`src/rtl/audio_pkg.sv`:
```
// Types and constants shared by the sample-memory audio player and recorder.
package audio_pkg;

    localparam int unsigned DefClockRate  = 400_000;
    localparam int unsigned DefSampleRate = 16_000;
    localparam int unsigned DefAddrWidth  = 14;
    localparam int unsigned SampleWidth   = 8;

    typedef enum logic [1:0] {
        StIdle,
        StRec,
        StFull
    } rec_state_e;

    // Map a window ones count (0..w) onto 0..255 with round-to-nearest.
    function automatic logic [SampleWidth-1:0] pcm_scale(input int unsigned ones,
                                                         input int unsigned w);
        int unsigned scaled;
        scaled = (ones * (32'd65280 / w) + 32'd128) >> 8;
        return (scaled > 32'd255) ? 8'd255 : scaled[SampleWidth-1:0];
    endfunction

endpackage

```
`src/rtl/audio_recorder_if.sv`:
```
// Valid/ready write port into sample memory.
interface audio_recorder_if
    import audio_pkg::*;
#(
    parameter int unsigned AddrWidth = DefAddrWidth
) ();

    logic                   wr_valid;
    logic                   wr_ready;
    logic [AddrWidth-1:0]   wr_addr;
    logic [SampleWidth-1:0] wr_data;

    modport master (output wr_valid, output wr_addr, output wr_data, input wr_ready);
    modport slave  (input wr_valid, input wr_addr, input wr_data, output wr_ready);

endinterface

```
`src/rtl/pdm_decimator.sv`:
```
// PDM synchronizer plus boxcar ones-counter; emits one scaled PCM sample per window.
module pdm_decimator
    import audio_pkg::*;
#(
    parameter int unsigned Window = DefClockRate / DefSampleRate
) (
    input  logic                   clk,
    input  logic                   rst,
    input  logic                   en_i,
    input  logic                   pdm_i,
    output logic [SampleWidth-1:0] sample_o,
    output logic                   sample_stb_o
);

    localparam int unsigned     CntW    = $clog2(Window);
    localparam int unsigned     AccW    = $clog2(Window + 1);
    localparam logic [CntW-1:0] LastCnt = CntW'(Window - 1);

    logic [1:0]      sync_q;
    logic [CntW-1:0] cnt_q, cnt_d;
    logic [AccW-1:0] acc_q, acc_d;
    logic [AccW-1:0] ones;
    logic            win_end;

    // Counter and accumulator sit at zero whenever not enabled, so a new window
    // always starts clean and a stopped one is simply forgotten.
    always_comb begin
        ones    = acc_q + AccW'(sync_q[1]);
        win_end = en_i && (cnt_q == LastCnt);
        cnt_d   = '0;
        acc_d   = '0;
        if (en_i && !win_end) begin
            cnt_d = cnt_q + CntW'(1);
            acc_d = ones;
        end
    end

    assign sample_o     = pcm_scale(32'(ones), Window);
    assign sample_stb_o = win_end;

    always_ff @(posedge clk) begin
        if (rst) begin
            sync_q <= '0;
            cnt_q  <= '0;
            acc_q  <= '0;
        end else begin
            sync_q <= {sync_q[0], pdm_i};
            cnt_q  <= cnt_d;
            acc_q  <= acc_d;
        end
    end

endmodule

```
`src/rtl/audio_recorder.sv`:
```
// Records decimated PDM audio into sample memory until stopped or memory is full.
module audio_recorder
    import audio_pkg::*;
#(
    parameter int unsigned ClockRate  = DefClockRate,
    parameter int unsigned SampleRate = DefSampleRate,
    parameter int unsigned AddrWidth  = DefAddrWidth
) (
    input  logic                 clk,
    input  logic                 rst,
    input  logic                 enable_i,
    input  logic                 pdm_i,
    audio_recorder_if.master     wr,
    output logic                 recording_o,
    output logic                 done_o,
    output logic                 overrun_o,
    output logic [AddrWidth:0]   rec_len_o
);

    localparam int unsigned          Window   = ClockRate / SampleRate;
    localparam logic [AddrWidth-1:0] LastAddr = '1;

    rec_state_e             state_q, state_d;
    logic                   valid_q, valid_d;
    logic [AddrWidth-1:0]   addr_q, addr_d;
    logic [SampleWidth-1:0] data_q, data_d;
    logic [AddrWidth:0]     len_q, len_d;
    logic                   over_q, over_d;
    logic                   rec_q, done_q;
    logic                   xfer;
    logic                   sample_stb;
    logic [SampleWidth-1:0] sample;

    pdm_decimator #(
        .Window(Window)
    ) u_decim (
        .clk         (clk),
        .rst         (rst),
        .en_i        (state_q == StRec),
        .pdm_i       (pdm_i),
        .sample_o    (sample),
        .sample_stb_o(sample_stb)
    );

    always_comb begin
        state_d = state_q;
        valid_d = valid_q;
        addr_d  = addr_q;
        data_d  = data_q;
        len_d   = len_q;
        over_d  = over_q;
        xfer    = valid_q && wr.wr_ready;
        unique case (state_q)
            StIdle: begin
                valid_d = 1'b0;
                if (enable_i) begin
                    state_d = StRec;
                    addr_d  = '0;
                    len_d   = '0;
                    over_d  = 1'b0;
                end
            end
            StRec: begin
                if (xfer) begin
                    addr_d  = addr_q + AddrWidth'(1);
                    len_d   = len_q + (AddrWidth + 1)'(1);
                    valid_d = 1'b0;
                end
                if (!enable_i) begin
                    state_d = StIdle;
                    valid_d = 1'b0;
                end else if (xfer && (addr_q == LastAddr)) begin
                    state_d = StFull;
                end else if (sample_stb) begin
                    // Holding register frees up in the same cycle it transfers.
                    if (!valid_q || xfer) begin
                        data_d  = sample;
                        valid_d = 1'b1;
                    end else begin
                        over_d = 1'b1;
                    end
                end
            end
            StFull: begin
                valid_d = 1'b0;
                if (!enable_i) state_d = StIdle;
            end
            default: state_d = StIdle;
        endcase
    end

    always_ff @(posedge clk) begin
        if (rst) begin
            state_q <= StIdle;
            valid_q <= 1'b0;
            addr_q  <= '0;
            data_q  <= '0;
            len_q   <= '0;
            over_q  <= 1'b0;
            rec_q   <= 1'b0;
            done_q  <= 1'b0;
        end else begin
            state_q <= state_d;
            valid_q <= valid_d;
            addr_q  <= addr_d;
            data_q  <= data_d;
            len_q   <= len_d;
            over_q  <= over_d;
            rec_q   <= (state_d == StRec);
            done_q  <= (state_d == StFull);
        end
    end

    assign wr.wr_valid  = valid_q;
    assign wr.wr_addr   = addr_q;
    assign wr.wr_data   = data_q;
    assign recording_o  = rec_q;
    assign done_o       = done_q;
    assign overrun_o    = over_q;
    assign rec_len_o    = len_q;

endmodule

```
`src/flat_wrapper.sv`:
```
// flat-port wrapper written by rule: the top's interface ports become plain ports
module audio_recorder_flat import audio_pkg::*;
#(
    parameter int unsigned ClockRate  = DefClockRate,
    parameter int unsigned SampleRate = DefSampleRate,
    parameter int unsigned AddrWidth  = DefAddrWidth
)
  (clk, rst, enable_i, pdm_i, recording_o, done_o, overrun_o, rec_len_o, wr_wr_valid, wr_wr_addr, wr_wr_data, wr_wr_ready);
  audio_recorder_if #(.AddrWidth(AddrWidth)) wr_i ();
  input  logic clk;
  input  logic rst;
  input  logic enable_i;
  input  logic pdm_i;
  output logic recording_o;
  output logic done_o;
  output logic overrun_o;
  output logic [AddrWidth:0] rec_len_o;
  output wire logic [$bits(wr_i.wr_valid)-1:0] wr_wr_valid;
  output wire logic [$bits(wr_i.wr_addr)-1:0] wr_wr_addr;
  output wire logic [$bits(wr_i.wr_data)-1:0] wr_wr_data;
  input wire logic [$bits(wr_i.wr_ready)-1:0] wr_wr_ready;
  assign wr_wr_valid = wr_i.wr_valid;
  assign wr_wr_addr = wr_i.wr_addr;
  assign wr_wr_data = wr_i.wr_data;
  assign wr_i.wr_ready = wr_wr_ready;
  audio_recorder #(.ClockRate(ClockRate), .SampleRate(SampleRate), .AddrWidth(AddrWidth)) u_core (.clk(clk), .rst(rst), .enable_i(enable_i), .pdm_i(pdm_i), .wr(wr_i), .recording_o(recording_o), .done_o(done_o), .overrun_o(overrun_o), .rec_len_o(rec_len_o));
endmodule
```
`config.mk`:
```
export PLATFORM = sky130hd
export DESIGN_NAME = audio_recorder_flat
export DESIGN_NICKNAME = d
export VERILOG_FILES = /design/src/rtl/audio_pkg.sv /design/src/rtl/audio_recorder_if.sv /design/src/rtl/pdm_decimator.sv /design/src/rtl/audio_recorder.sv /design/src/flat_wrapper.sv
export SDC_FILE = /design/constraint.sdc
export NUM_CORES = 1
export LEC_CHECK = 0
export ABC_AREA = 1
export CAP_MARGIN = 10
export CORE_MARGIN = 2
export CORE_UTILIZATION = 45
export CTS_CLUSTER_SIZE = 16
export DETAILED_ROUTE_END_ITERATION = 7
export PLACE_DENSITY = 0.68
export SKIP_LAST_GASP = 1
export SLEW_MARGIN = 10
export SYNTH_ARGS = -nofsm -noshare
export SYNTH_HDL_FRONTEND = slang
export SYNTH_SLANG_ARGS = --single-unit
```
`constraint.sdc`:
```
create_clock -name clk -period 6.1 [get_ports clk]
set_input_delay 1.22 -clock clk [delete_from_list [all_inputs] [get_ports clk]]
set_output_delay 1.22 -clock clk [all_outputs]
set_load 0.03 [all_outputs]
```
==> results.md, run 1 <==
Detailed routing:
- The number of remaining DRC errors is 0.
- The routed layout has 3523 vias.
- Once detail routing completed, the nets flagged for antenna violations numbered 0.
- The count of routing violations after the opening detailed-route iteration is 185.
- The per-cell via count in the routed design is 5.28.
- The count of TritonRoute iterations in the first routing pass is 4.
- Dividing the detail-routed wire length by the instance count gives 12.8 µm.
- The final wirelength is 8.53 mm.

Clocking:
- The TritonCTS clock tree is built.
- The root buffer cell is clkbuf_8.
- The clock transition at the registers of the reported paths is 110 ps.
- The sink count of the clock tree is 55.
- The number of cells upsized or downsized after cts is 0.
- The clock network latency to the later pin of the worst-skew pair is 320 ps.
- The total setup buffers inserted after CTS is 0.
- Counting along the longest clock path gives a buffer depth of 2.
- Counting the buffers created by CTS gives 5.
- The H-tree generated during clock tree synthesis spans 2 levels.
- The quantity of hold-fixing buffers added after cts is 0.

Worst setup path:
- For this run, the slowest stage of the critical path takes 470 ps.
- STA puts the critical path data arrival time at 4130 ps.
- STA puts the critical path data required time at 6320 ps.
- Walking the worst path, the cells encountered are ha_1, ha_1, nand2_1, inv_1, nand2_1, xor2_1, inv_1, ha_1, ha_1, or2_2, fa_1, ha_1, nand2_1, nor2_1, nor2_1, nand2_1, nand2_1, nand3_1, nor2_1, nand3_1, nand2_1, inv_1.
- The worst register-to-register path ends at u_core.wr.wr_data[5]$_SDFFE_PP0P_.
- The setup path with the least slack is of type flip-flop to flip-flop.
- The slowest stage of the critical path belongs to the cell fa_1.
- The worst setup path is launched from a flip-flop.
- The most common cell type on the critical path is nand2_1.
- The maximum fanout along the worst path is 4.
- The setup slack of the most critical reg-to-reg path is 2190 ps.
- Following the worst setup path forward leads to its endpoint at u_core.wr.wr_data[5]$_SDFFE_PP0P_.
- The category of the worst setup path capture point is a flip-flop.
- The worst register-to-register path begins at u_core.u_decim.sync_q[1]$_SDFF_PP0_.
- The worst setup path startpoint is u_core.u_decim.sync_q[1]$_SDFF_PP0_.
- The cell depth of the worst flop-to-flop path is 22.

Synth:
- The cell area that synthesis handed to floorplanning was 0.00361 mm².
- The yosys synthesis warning count is 0.
- After technology mapping, the gate count stands at 522.
- The part of the Yosys area used for sequential elements is 30.5%.
- The number of nets in the synthesized netlist is 566.
- The number of library cell types mapped by synthesis is 37.
- The number of synthesized register bits is 55.
- The synthesized area per cell is 6.91 µm².

Layout:
- The final standard cell count with taps included and fillers excluded is 667.
- From synthesis to final layout, the design area changed by 17.1%.
- The antenna diode count is 0.
- The fraction of final layout cells with drive strength greater than 1 is 5.84%.
- In the layout the commonest cells are 112 x nand2_1, 69 x nor2_1, 64 x inv_1.
- The final layout net count is 608.
- The most common cell after layout, fill and taps aside is nand2_1.

Die:
- Once the floorplan was initialized, standard cells occupied 46.7% of the core.
- From left edge to right edge, the die measures 93.5 µm.
- In this run the count of I/O pins placed on the die edge is 46.
- Row generation in the floorplan step produced 32 rows.
- The area of the placeable core is 0.00773 mm².
- The area of the die is 0.00875 mm².
- The die is 93.5 µm tall.

Global route:
- The total overflow reported by the global router is 0.
- The first global-routing pass estimated 14.7 mm of wire.
- Global routing used 20.5% of the available tracks.
- The initial antenna violation count is 0.
- The via count of the first global-routing pass is 3227.
- Entering global routing, the biggest net connects 23 pins.

Timing:
- After routing, the total negative slack on setup checks comes to 0 ps.
- For the final database, setup skew stands at 10.1 ps.
- Setup violations remaining at the end of the flow were counted as 0.
- Derived from the worst setup path, the maximum achievable clock frequency is 256 MHz.
- The post-layout minimum cycle time is 3910 ps.
- The number of max-slew violations in the final report was 0.
- Setup repair after global routing left no endpoint under its margin.
- The post-route fraction of the period consumed by the critical path is 64.1%.
- The post-route worst hold slack is 418 ps.
- The number of hold violations in the final report came to 0.
- The slew at the pin with the worst max-slew slack is 945 ps.
- The headroom to the max-slew limit is 36.8%.

Status:
- The run finished with clean final reports.

Power:
- The worst voltage drop across the vdd grid is 0.0796 mV.
- The static power due to leakage is 1.80 nW.
- The power per standard cell area is 147 mW/mm².

Flow run:
- Across the run, the number of max-cap violations was 0.

Placed design:
- The detailed placer's ending HPWL is 6.68 mm.
- The global placer's final weighted congestion is 0.889.
- In this run, placement finished with an instance count of 659.
- The count of buffers added on input and output ports is 45.

Worst hold path:
- The startpoint of the worst hold path is u_core.u_decim.sync_q[0]$_SDFF_PP0_.
- The class of the tightest hold or removal check is flip-flop to flip-flop.
- The number of cells traversed by the worst hold path is 2.
## flip-flops by register name (all words and copies together) (netlist names), 2 cells and up
register               flops
u_core.u_decim.acc_q       5
u_core.u_decim.sync_q      2
u_core.wr.wr_addr         14
u_core.u_decim.cnt_q       5
u_core.rec_len_o          15
u_core.wr.wr_data          8
u_core.state_q             2
## report_power, final
part	switching (W)	total (W)	internal, W
clock network	0.000133	0.000219	0.0000854
registers	0.00000166	0.000363	0.000362
logic	0.0000274	0.0000380	0.0000106
## cell usage after synthesis (all sizes together)
cell type  count  share of area, %
a21o           1              0.21
a21oi         35               4.9
a22oi          1              0.21
a31o           3              0.73
and3           2              0.35
buf            6               1.1
clkbuf         4              0.42
dfxtp         55                31
fa             2               1.1
ha            37                13
inv           67               7.0
nand2        114                12
nand3         33               5.0
nand3b         1              0.21
nand4         27               4.9
nor2          75               8.5
nor3          24               3.7
nor3b          2              0.42
nor4           1              0.17
o211ai         2              0.42
o21ai         17               2.5
o21bai         1              0.21
o31ai          1              0.21
or2            3              0.52
xnor2          1              0.24
xor2           7               1.7
## area by class of cell
class | instances | area, µm²
fillers | 743 | 3500
multi-input cells | 390 | 2200
flip-flops and latches | 55 | 1100
repair buffers | 45 | 450
inverters | 67 | 251
well taps | 102 | 128
clock buffers | 5 | 68.8
clock inverters | 3 | 27.5
## cells by family after synthesis
kind of cell    Yosys count  share of synthesized area [%]
simple gates            282                           35.8
buf+inv                  77                           8.53
compound gates           61                           9.30
flops                    55                           30.5
fa+ha+maj                39                           13.9
xor+xnor                  8                           1.94
## layer usage
| metal | vias to the layer above | GRT usage [%] | wire [µm] |
|---|---|---|---|
| li1 | 1811 | - | - |
| met1 | 1591 | 29.1 | 4130 |
| met2 | 108 | 32.4 | 3750 |
| met3 | 13 | 3.46 | 530 |
| met4 | 0 | 5.19 | 109 |
| met5 | - | 0 | 0 |
## critical path: cells and delay by family, from the launching register on
family | cells | cell delay (ps)
adder cells (fa/ha/maj) | 6 | 1630
AND/OR/NAND/NOR | 12 | 1330
flip-flops | 1 | 320
buffers and inverters | 3 | 270
XOR/XNOR | 1 | 270
## per-stage QoR
stage	worst slack (ps)	total power (W)	util (%)	cell area, µm²
floorplan	2580	0.000398	-	3610
global placement	2360	0.000409	53.4	4130
CTS	2200	0.000626	54.7	4230
finish	2190	0.000620	54.7	4230
detailed placement	2240	0.000409	53.4	4130
global route	1830	0.000642	54.7	4230
## worst min-delay path by stage
stage,endpoint,slack (ps)
after floorplan,u_core.u_decim.sync_q[1]$_SDFF_PP0_,390
after global placement,u_core.u_decim.sync_q[1]$_SDFF_PP0_,400
after detailed placement,u_core.u_decim.sync_q[1]$_SDFF_PP0_,400
after CTS,u_core.u_decim.sync_q[1]$_SDFF_PP0_,420
after global routing,u_core.u_decim.sync_q[1]$_SDFF_PP0_,440
final,u_core.u_decim.sync_q[1]$_SDFF_PP0_,420
No activity file was read; power rests on OpenSTA's default activity.
==> inputs of run 2 (changes only) <==
--- a/config.mk
+++ b/config.mk
@@ -11,7 +11,7 @@
 export CORE_UTILIZATION = 45
 export CTS_CLUSTER_SIZE = 16
 export DETAILED_ROUTE_END_ITERATION = 7
-export PLACE_DENSITY = 0.68
+export PLACE_DENSITY = 0.71
 export SKIP_LAST_GASP = 1
 export SLEW_MARGIN = 10
 export SYNTH_ARGS = -nofsm -noshare
==> constraint.sdc (replaced) <==
create_clock -name clk -period 3.5 [get_ports clk]
set_input_delay 0.7 -clock clk [delete_from_list [all_inputs] [get_ports clk]]
set_output_delay 0.7 -clock clk [all_outputs]
set_load 0.03 [all_outputs]
==> run 2 against run 1 <==
Critical path depth decreased by 2. Sequential cell count unchanged. Die area unchanged. Total power increased by 71%. Register-to-register slack got worse by 2100 ps. Routed wire length increased by 6.3%. Critical endpoint is now u_core.wr.wr_data[0]$_SDFFE_PP0P_. Non-clock buffer count increased by 14. Sequential power increased by 75%. Worst setup slack got worse by 2100 ps. Clock power increased by 62%. Sequential share of layout area decreased by 1.4 points. Clock skew about the same.
==> results.md, run 2 (synthesized netlist as in run 1, its figures left out) <==
Status:
- The flow ran to the end, and the final reports show no timing, DRC or antenna violations.

Clocking:
- TritonCTS built the clock tree.
- The total CTS buffers is 5.
- The clock network latency to the later pin of the worst-skew pair is 310 ps.
- Counting every sink on the clock net gives 55.
- The clock transition at the registers of the reported paths is 100 ps.
- The clock passes through at most 2 buffers.
- CTS placed an instance of clkbuf_8 at the clock tree root.
- The clock tree synthesis step divided the H-tree into 2 levels.

Timing:
- Across the routed clock network, the largest skew measured is 9.89 ps.
- The setup-violating endpoint count in the final report is 0.
- Setup repair after global routing could not meet its margin everywhere.
- The headroom to the max-slew limit is 66.5%.
- The number of max-slew violations in the final report is 0.
- The final critical path takes up 97.5% of the cycle.
- The post-route worst hold slack is 402 ps.
- Adding up every negative setup slack in the final design gives 0 ps.
- The final worst setup slack is 86.5 ps.
- For the finished layout, the period the worst path requires is 3410 ps.
- The slew at the pin with the worst max-slew slack is 501 ps.
- Static timing analysis puts the maximum clock frequency at 293 MHz.
- The number of hold violations in the final report is 0.

Global route:
- The met2 usage in global routing is 36.6%.
- The most heavily used metal layer in global routing is met2.
- Global routing consumed, on the met1 layer, 25.2% of the routing resources.
- Global routing used 20.2% of the available tracks across all layers.
- The initial antenna violation count was 0.
- The via count of the first global-routing pass was 3314.
- Global routing used 2.82% of the available met3 tracks.
- The total overflow reported by the global router is 0.
- The wire length of the first global-routing pass is 14.5 mm.
- The maximum number of pins on one net before global-route repair is 22.

Layout:
- The library cells used most frequently in the layout, excluding fill and tap cells, are 108 x nand2_1, 67 x nor2_1, 62 x inv_1.
- Of the cells placed in the final design, the portion with a size suffix greater than 1 is 11.9%.
- The count of cells in the finished layout, fillers not included, comes to 681.
- The final layout net count is 622.
- The most common cell after layout, fill and taps aside is nand2_1.
- The antenna diode count is 0.
- The flip-flop count of the largest register, all copies and words added is 15.
- The area growth from synthesis to layout is 24.2%.

Worst setup path:
- Along the worst path, the maximum fanout reaches 4.
- The category of the worst setup path capture point is a flip-flop.
- The arrival time at the worst endpoint is 3620 ps.
- The data required time of the critical path is 3700 ps.
- The kind of start point of the critical path is a flip-flop.
- The critical path is of the flip-flop to flip-flop type.

Die:
- Measured along the y axis, the die boundary spans 93.5 µm.
- Row generation in the floorplan step produced 32 rows.
- In this run the standard cell core region covers 0.00773 mm².
- The floorplan step set the die width to 93.5 µm.
- The die covers 0.00875 mm².
- The initial core utilization is 46.7%.
- For this design the top-level I/O count stands at 46.

Detailed routing:
- The per-cell via count in the routed design is 5.34.
- After detailed routing, the average wire length per cell comes to 13.3 µm.
- The count of TritonRoute iterations in the first routing pass is 7.
- In this run the remaining antenna-violating nets after routing total 0.
- The final wirelength is 9.07 mm.
- The number of remaining DRC errors is 0.
- The first routing iteration left 182 violations.
- The overall via count from detail_route is 3639.

Power:
- The static power due to leakage is 1.88 nW.
- Overall power consumption after layout is estimated at 0.00106 W.
- The power per standard cell area is 237 mW/mm².
- The worst voltage drop across the vdd grid is 0.159 mV.

Placed design:
- The cell count after placement is 670.
- The worst setup slack after placement is -109 ps.
- The count of buffers inserted at the top-level ports is 45.
- The global placer's final weighted congestion is 0.955.
- Summed over all nets, the half-perimeter wirelength after detailed placement is 6.87 mm.

Worst hold path:
- The class of the tightest hold or removal check is flip-flop to flip-flop.

Flow run:
- The max capacitance violation total is 0.
-- run 2: cell types whose count changed in the layout (fill, tap and decap cells not counted), sizes merged --
| cell | delta |
|---|---|
| clkbuf | +1 |
| inv | -1 |
| buf | +14 |
-- run 2: repair_timing --
| item | 4_1_cts | 5_1_grt |
|---|---|---|
| hold buffers | 0 | 0 |
| buffers inserted | 2 | 1 |
| pin swaps | 6 | 18 |
| gates resized for setup | 7 | 26 |
| endpoints found under the setup margin | 7 | 8 |
-- run 2: layer usage --
metal  up-vias  wire (µm)
met1      1673       3980
met4         0        136
met5         -          0
met3        17        381
met2       109       4570
li1       1840          -
-- run 2: worst paths after layout --
path | startpoint | end | slack [ps] | cells after the start
min reg2reg | u_core.u_decim.sync_q[0]$_SDFF_PP0_ | u_core.u_decim.sync_q[1]$_SDFF_PP0_ | 400 | 2
min | u_core.u_decim.sync_q[0]$_SDFF_PP0_ | u_core.u_decim.sync_q[1]$_SDFF_PP0_ | 400 | 2
max | u_core.u_decim.acc_q[0]$_SDFF_PP0_ | u_core.wr.wr_data[0]$_SDFFE_PP0P_ | 90 | 20
max reg2reg | u_core.u_decim.acc_q[0]$_SDFF_PP0_ | u_core.wr.wr_data[0]$_SDFFE_PP0P_ | 90 | 20
-- run 2: report_power, final --
group | switching, W | internal, W | leakage, nW
registers | 0.00000361 | 0.000630 | 0.445
logic | 0.0000487 | 0.0000233 | 1.40
clock network | 0.000210 | 0.000144 | 0.0418
-- run 2: cell type report --
| class | instances | area [µm²] |
|---|---|---|
| Fill cell | 732 | 3250 |
| Inverter | 67 | 251 |
| Tap cell | 102 | 128 |
| Clock inverter | 2 | 16.3 |
| Sequential cell | 55 | 1100 |
| Timing Repair Buffer | 59 | 559 |
| Multi-Input combinational cell | 390 | 2350 |
| Clock buffer | 6 | 72.6 |
-- run 2: per-stage QoR --
| stage | utilization (%) | cell area (µm²) |
|---|---|---|
| floorplan | - | 3610 |
| global placement | 54.6 | 4220 |
| detailed placement | 54.6 | 4220 |
| CTS | 56.3 | 4350 |
| global route | 58.0 | 4480 |
| finish | 58.0 | 4480 |
-- run 2: worst max-delay path: stages, from the launching register on --
cell and delay (ps):
dfxtp_2 340, ha_4 160, ha_4 160, nand2_2 50
inv_2 40, nand2_2 60, xor2_2 170, inv_2 80
ha_4 170, ha_4 140, or2_4 230, fa_1 570
ha_4 230, nand2_4 90, nor2_1 50, nor2_1 110
nand2_1 100, nand2_2 80, nand4_1 190, nor3_2 220
nor2_1 60
==> inputs of run 3 (changes only) <==
--- a/config.mk
+++ b/config.mk
@@ -12,6 +12,7 @@
 export CTS_CLUSTER_SIZE = 16
 export DETAILED_ROUTE_END_ITERATION = 7
 export PLACE_DENSITY = 0.71
+export SETUP_SLACK_MARGIN = 0.1
 export SKIP_LAST_GASP = 1
 export SLEW_MARGIN = 10
 export SYNTH_ARGS = -nofsm -noshare
==> run 3 against run 2 <==
Clock skew up 12 ps. Sequential power about the same. Highest routed layer unchanged. Routed wire length down 0.99%. Largest power group unchanged. Total power up 0.87%.
==> results.md, run 3 (synthesized netlist as in run 1, its figures left out) <==
Flow run:
- The tool flagged a number of max-cap violations equal to 0.

Worst setup path:
- The cell type group with the largest total delay on the critical path is adder cells.
- The most numerous cell type found on the critical path is ha_4.
- The critical path goes through ha_4, ha_4, nand2_2, inv_2, nand2_2, xor2_2, inv_2, ha_4, ha_4, or2_4, fa_1, ha_4, nand2_4, nor2_2, nor2_1, nand2_2, nand2_2, nand4_1, buf_4, nor2_4, nor2_2.
- In this run the worst path has a maximum fanout of 3.
- The setup slack of the most critical reg-to-reg path is 160 ps.
- The cell at the slowest stage of the critical path is fa_1.
- The number of buffer and inverter stages on the critical path is 3.
- STA classifies the critical path endpoint as a flip-flop.
- STA puts the critical path data required time at 3700 ps.
- The critical path start-end classification is flip-flop to flip-flop.
- The worst setup path is launched from a flip-flop.
- The arrival time at the worst endpoint is 3550 ps.
- The highest cell delay on the worst timing path is 520 ps.

Timing:
- Headroom to the max-slew limit came out at 66.6%.
- The final worst setup slack is 158 ps.
- The post-route fraction of the period consumed by the critical path is 95.5%.
- For the final database, setup skew stands at 22.2 ps.
- The number of hold violations in the final report came to 0.
- The maximum operating frequency is 299 MHz.
- The worst path in the final design needs a cycle of 3340 ps, including I/O delays and setup.
- The number of max-slew violations in the final report is 0.
- The setup-violating endpoint count in the final report is 0.
- Setup repair after global routing could not meet its margin everywhere.
- At the pin with the least slew margin, the transition time is 500 ps.

Die:
- The number of cell rows is 32.
- Once the floorplan was initialized, standard cells occupied 46.7% of the core.
- The horizontal die dimension is 93.5 µm.
- The number of top-level pins is 46.
- The area of the placeable core is 0.00773 mm².
- The floorplan die height is 93.5 µm.
- The die covers 0.00875 mm².

Power:
- The switching power of the nets is 0.000271 W.
- The switching power share of the total is 25.4%.
- VDD sags by at most 0.131 mV.
- Combinational logic burns 6.8% of the power.
- The clock power share is 33.9%.
- The static power due to leakage is 1.87 nW.
- The power per standard cell area is 235 mW/mm².
- Cell internal power was estimated by the tool at 0.000798 W.
- The part of the total power dissipated in sequential elements is 59.3%.
- Summing internal, switching and leakage power gives 0.00107 W.

Clocking:
- The TritonCTS clock tree is built.
- The sink count of the clock tree is 55.
- The root buffer cell is clkbuf_8.
- The clock passes through at most 2 buffers.
- After clock tree synthesis, the clock-pin slew on the worst setup and hold paths is 100 ps.
- The number of clock buffers added by TritonCTS is 5.
- For the worst-skew pair, the clock arrives at the later sink with an insertion delay of 320 ps.
- The deepest level of the CTS H-tree is 2.

Global route:
- Summed over all layers, the global routing overflow is 0.
- The maximum number of pins on one net before global-route repair is 22.
- The initial antenna violation count is 0.
- The via count of the first global-routing pass is 3351.
- The first global-routing pass estimated 15.0 mm of wire.
- Global routing consumed, over all layers together, 20.8% of the routing resources.

Placed design:
- Input and output buffers added on the ports amount to 45.
- After legalization and detailed placement, the total HPWL measured 6.86 mm.
- Before CTS, the worst setup slack after placement is -45.6 ps.
- The global placer's final weighted congestion is 0.950.
- The cell count after placement is 668.

Status:
- The run finished with clean final reports.

Detailed routing:
- The detail route stage leaves a number of antenna-violating nets equal to 0.
- The count of routing violations after the opening detailed-route iteration is 139.
- The final route contains 3581 vias.
- The per-cell via count in the routed design is 5.24.
- For this run, design rule violations remaining after detail routing come to 0.
- The average wire per cell in the routed design is 13.1 µm.
- The first detailed-routing pass ran for 4 iterations.
- The final wirelength is 8.98 mm.

Layout:
- Once layout is complete, the utilization of the core stands at 58.8%.
- The final layout net count is 624.
- Leaving out filler cells and counting taps, the final layout contains 683.
- In the layout the commonest cells are 107 x nand2_1, 63 x nor2_1, 62 x inv_1.
- The library cell used most frequently in the layout, excluding fill and tap cells, is nand2_1.
- The area growth from synthesis to layout is 26.0%.
- The antenna diode count is 0.
- The post-route netlist has 13.8% of its cells at a drive strength greater than 1.
- The flip-flop count of the largest register, all copies and words added is 15.

Worst hold path:
- The class of the tightest hold or removal check is flip-flop to flip-flop.
==> run 3: changes by cell type in the layout (fill, tap and decap cells not counted), moves of 2 or more <==
cell	change
buf_4	+2
ha_4	+2
nor2_1	-4
nor2_2	+3
xor2_1	-2
xor2_2	+2
==> run 3: power by group through the flow <==
stage          clock, W  sequential (W)  combinational [W]
3_3_place_gp          0        0.000648          0.0000687
2_1_floorplan         0        0.000651          0.0000430
6_report       0.000363        0.000634          0.0000728
5_1_grt        0.000397        0.000635          0.0000801
3_5_place_dp          0        0.000648          0.0000697
4_1_cts        0.000372        0.000634          0.0000708
==> run 3: final timing paths <==
check / depth (start not counted) / from / to
hold reg to reg: 2 / u_core.u_decim.sync_q[0]$_SDFF_PP0_ / u_core.u_decim.sync_q[1]$_SDFF_PP0_
hold / removal: 2 / u_core.u_decim.sync_q[0]$_SDFF_PP0_ / u_core.u_decim.sync_q[1]$_SDFF_PP0_
setup / recovery: 21 / u_core.u_decim.sync_q[1]$_SDFF_PP0_ / u_core.wr.wr_data[3]$_SDFFE_PP0P_
setup reg to reg: 21 / u_core.u_decim.sync_q[1]$_SDFF_PP0_ / u_core.wr.wr_data[3]$_SDFFE_PP0P_
==> run 3: stage by stage <==
stage	instance area, µm²	setup TNS [ps]	hold WS [ps]
final	4550	0	401
after CTS	4380	0	404
after global routing	4550	0	419
after global placement	4210	0	392
after floorplan	3620	0	388
after detailed placement	4210	-57.5	396
==> run 3: worst reg2reg max path, cell delays in order, from the launching register on <==
cell	delay, ps
dfxtp_2	340
ha_4	160
ha_4	150
nand2_2	50
inv_2	40
nand2_2	70
xor2_2	180
inv_2	80
ha_4	180
ha_4	150
or2_4	230
fa_1	520
ha_4	220
nand2_4	80
nor2_2	30
nor2_1	100
nand2_2	90
nand2_2	70
nand4_1	150
buf_4	210
nor2_4	100
nor2_2	30
==> run 3: what timing repair did <==
action / 4_1_cts / 5_1_grt
setup buffers: 2 / 5
hold buffers: 0 / 0
resized for setup: 16 / 22
endpoints found under the setup margin: 7 / 8
pin swaps: 15 / 9
hold endpoints to repair: 0 / 0
==> run 3: layout make-up <==
class | count | area (µm²)
Timing Repair Buffer | 61 | 574
Inverter | 67 | 251
Multi-Input combinational cell | 390 | 2400
Tap cell | 102 | 128
Sequential cell | 55 | 1100
Clock inverter | 3 | 22.5
Fill cell | 699 | 3180
Clock buffer | 5 | 68.8
==> run 3: per-layer routing <==
layer | global-route usage (%) | vias to the layer above | part of all wire, %
li1 | - | 1844 | -
met1 | 25.1 | 1649 | 43
met2 | 38.4 | 77 | 52
met3 | 2.82 | 11 | 3.6
met4 | 6.04 | 0 | 1.2
met5 | 0 | - | 0
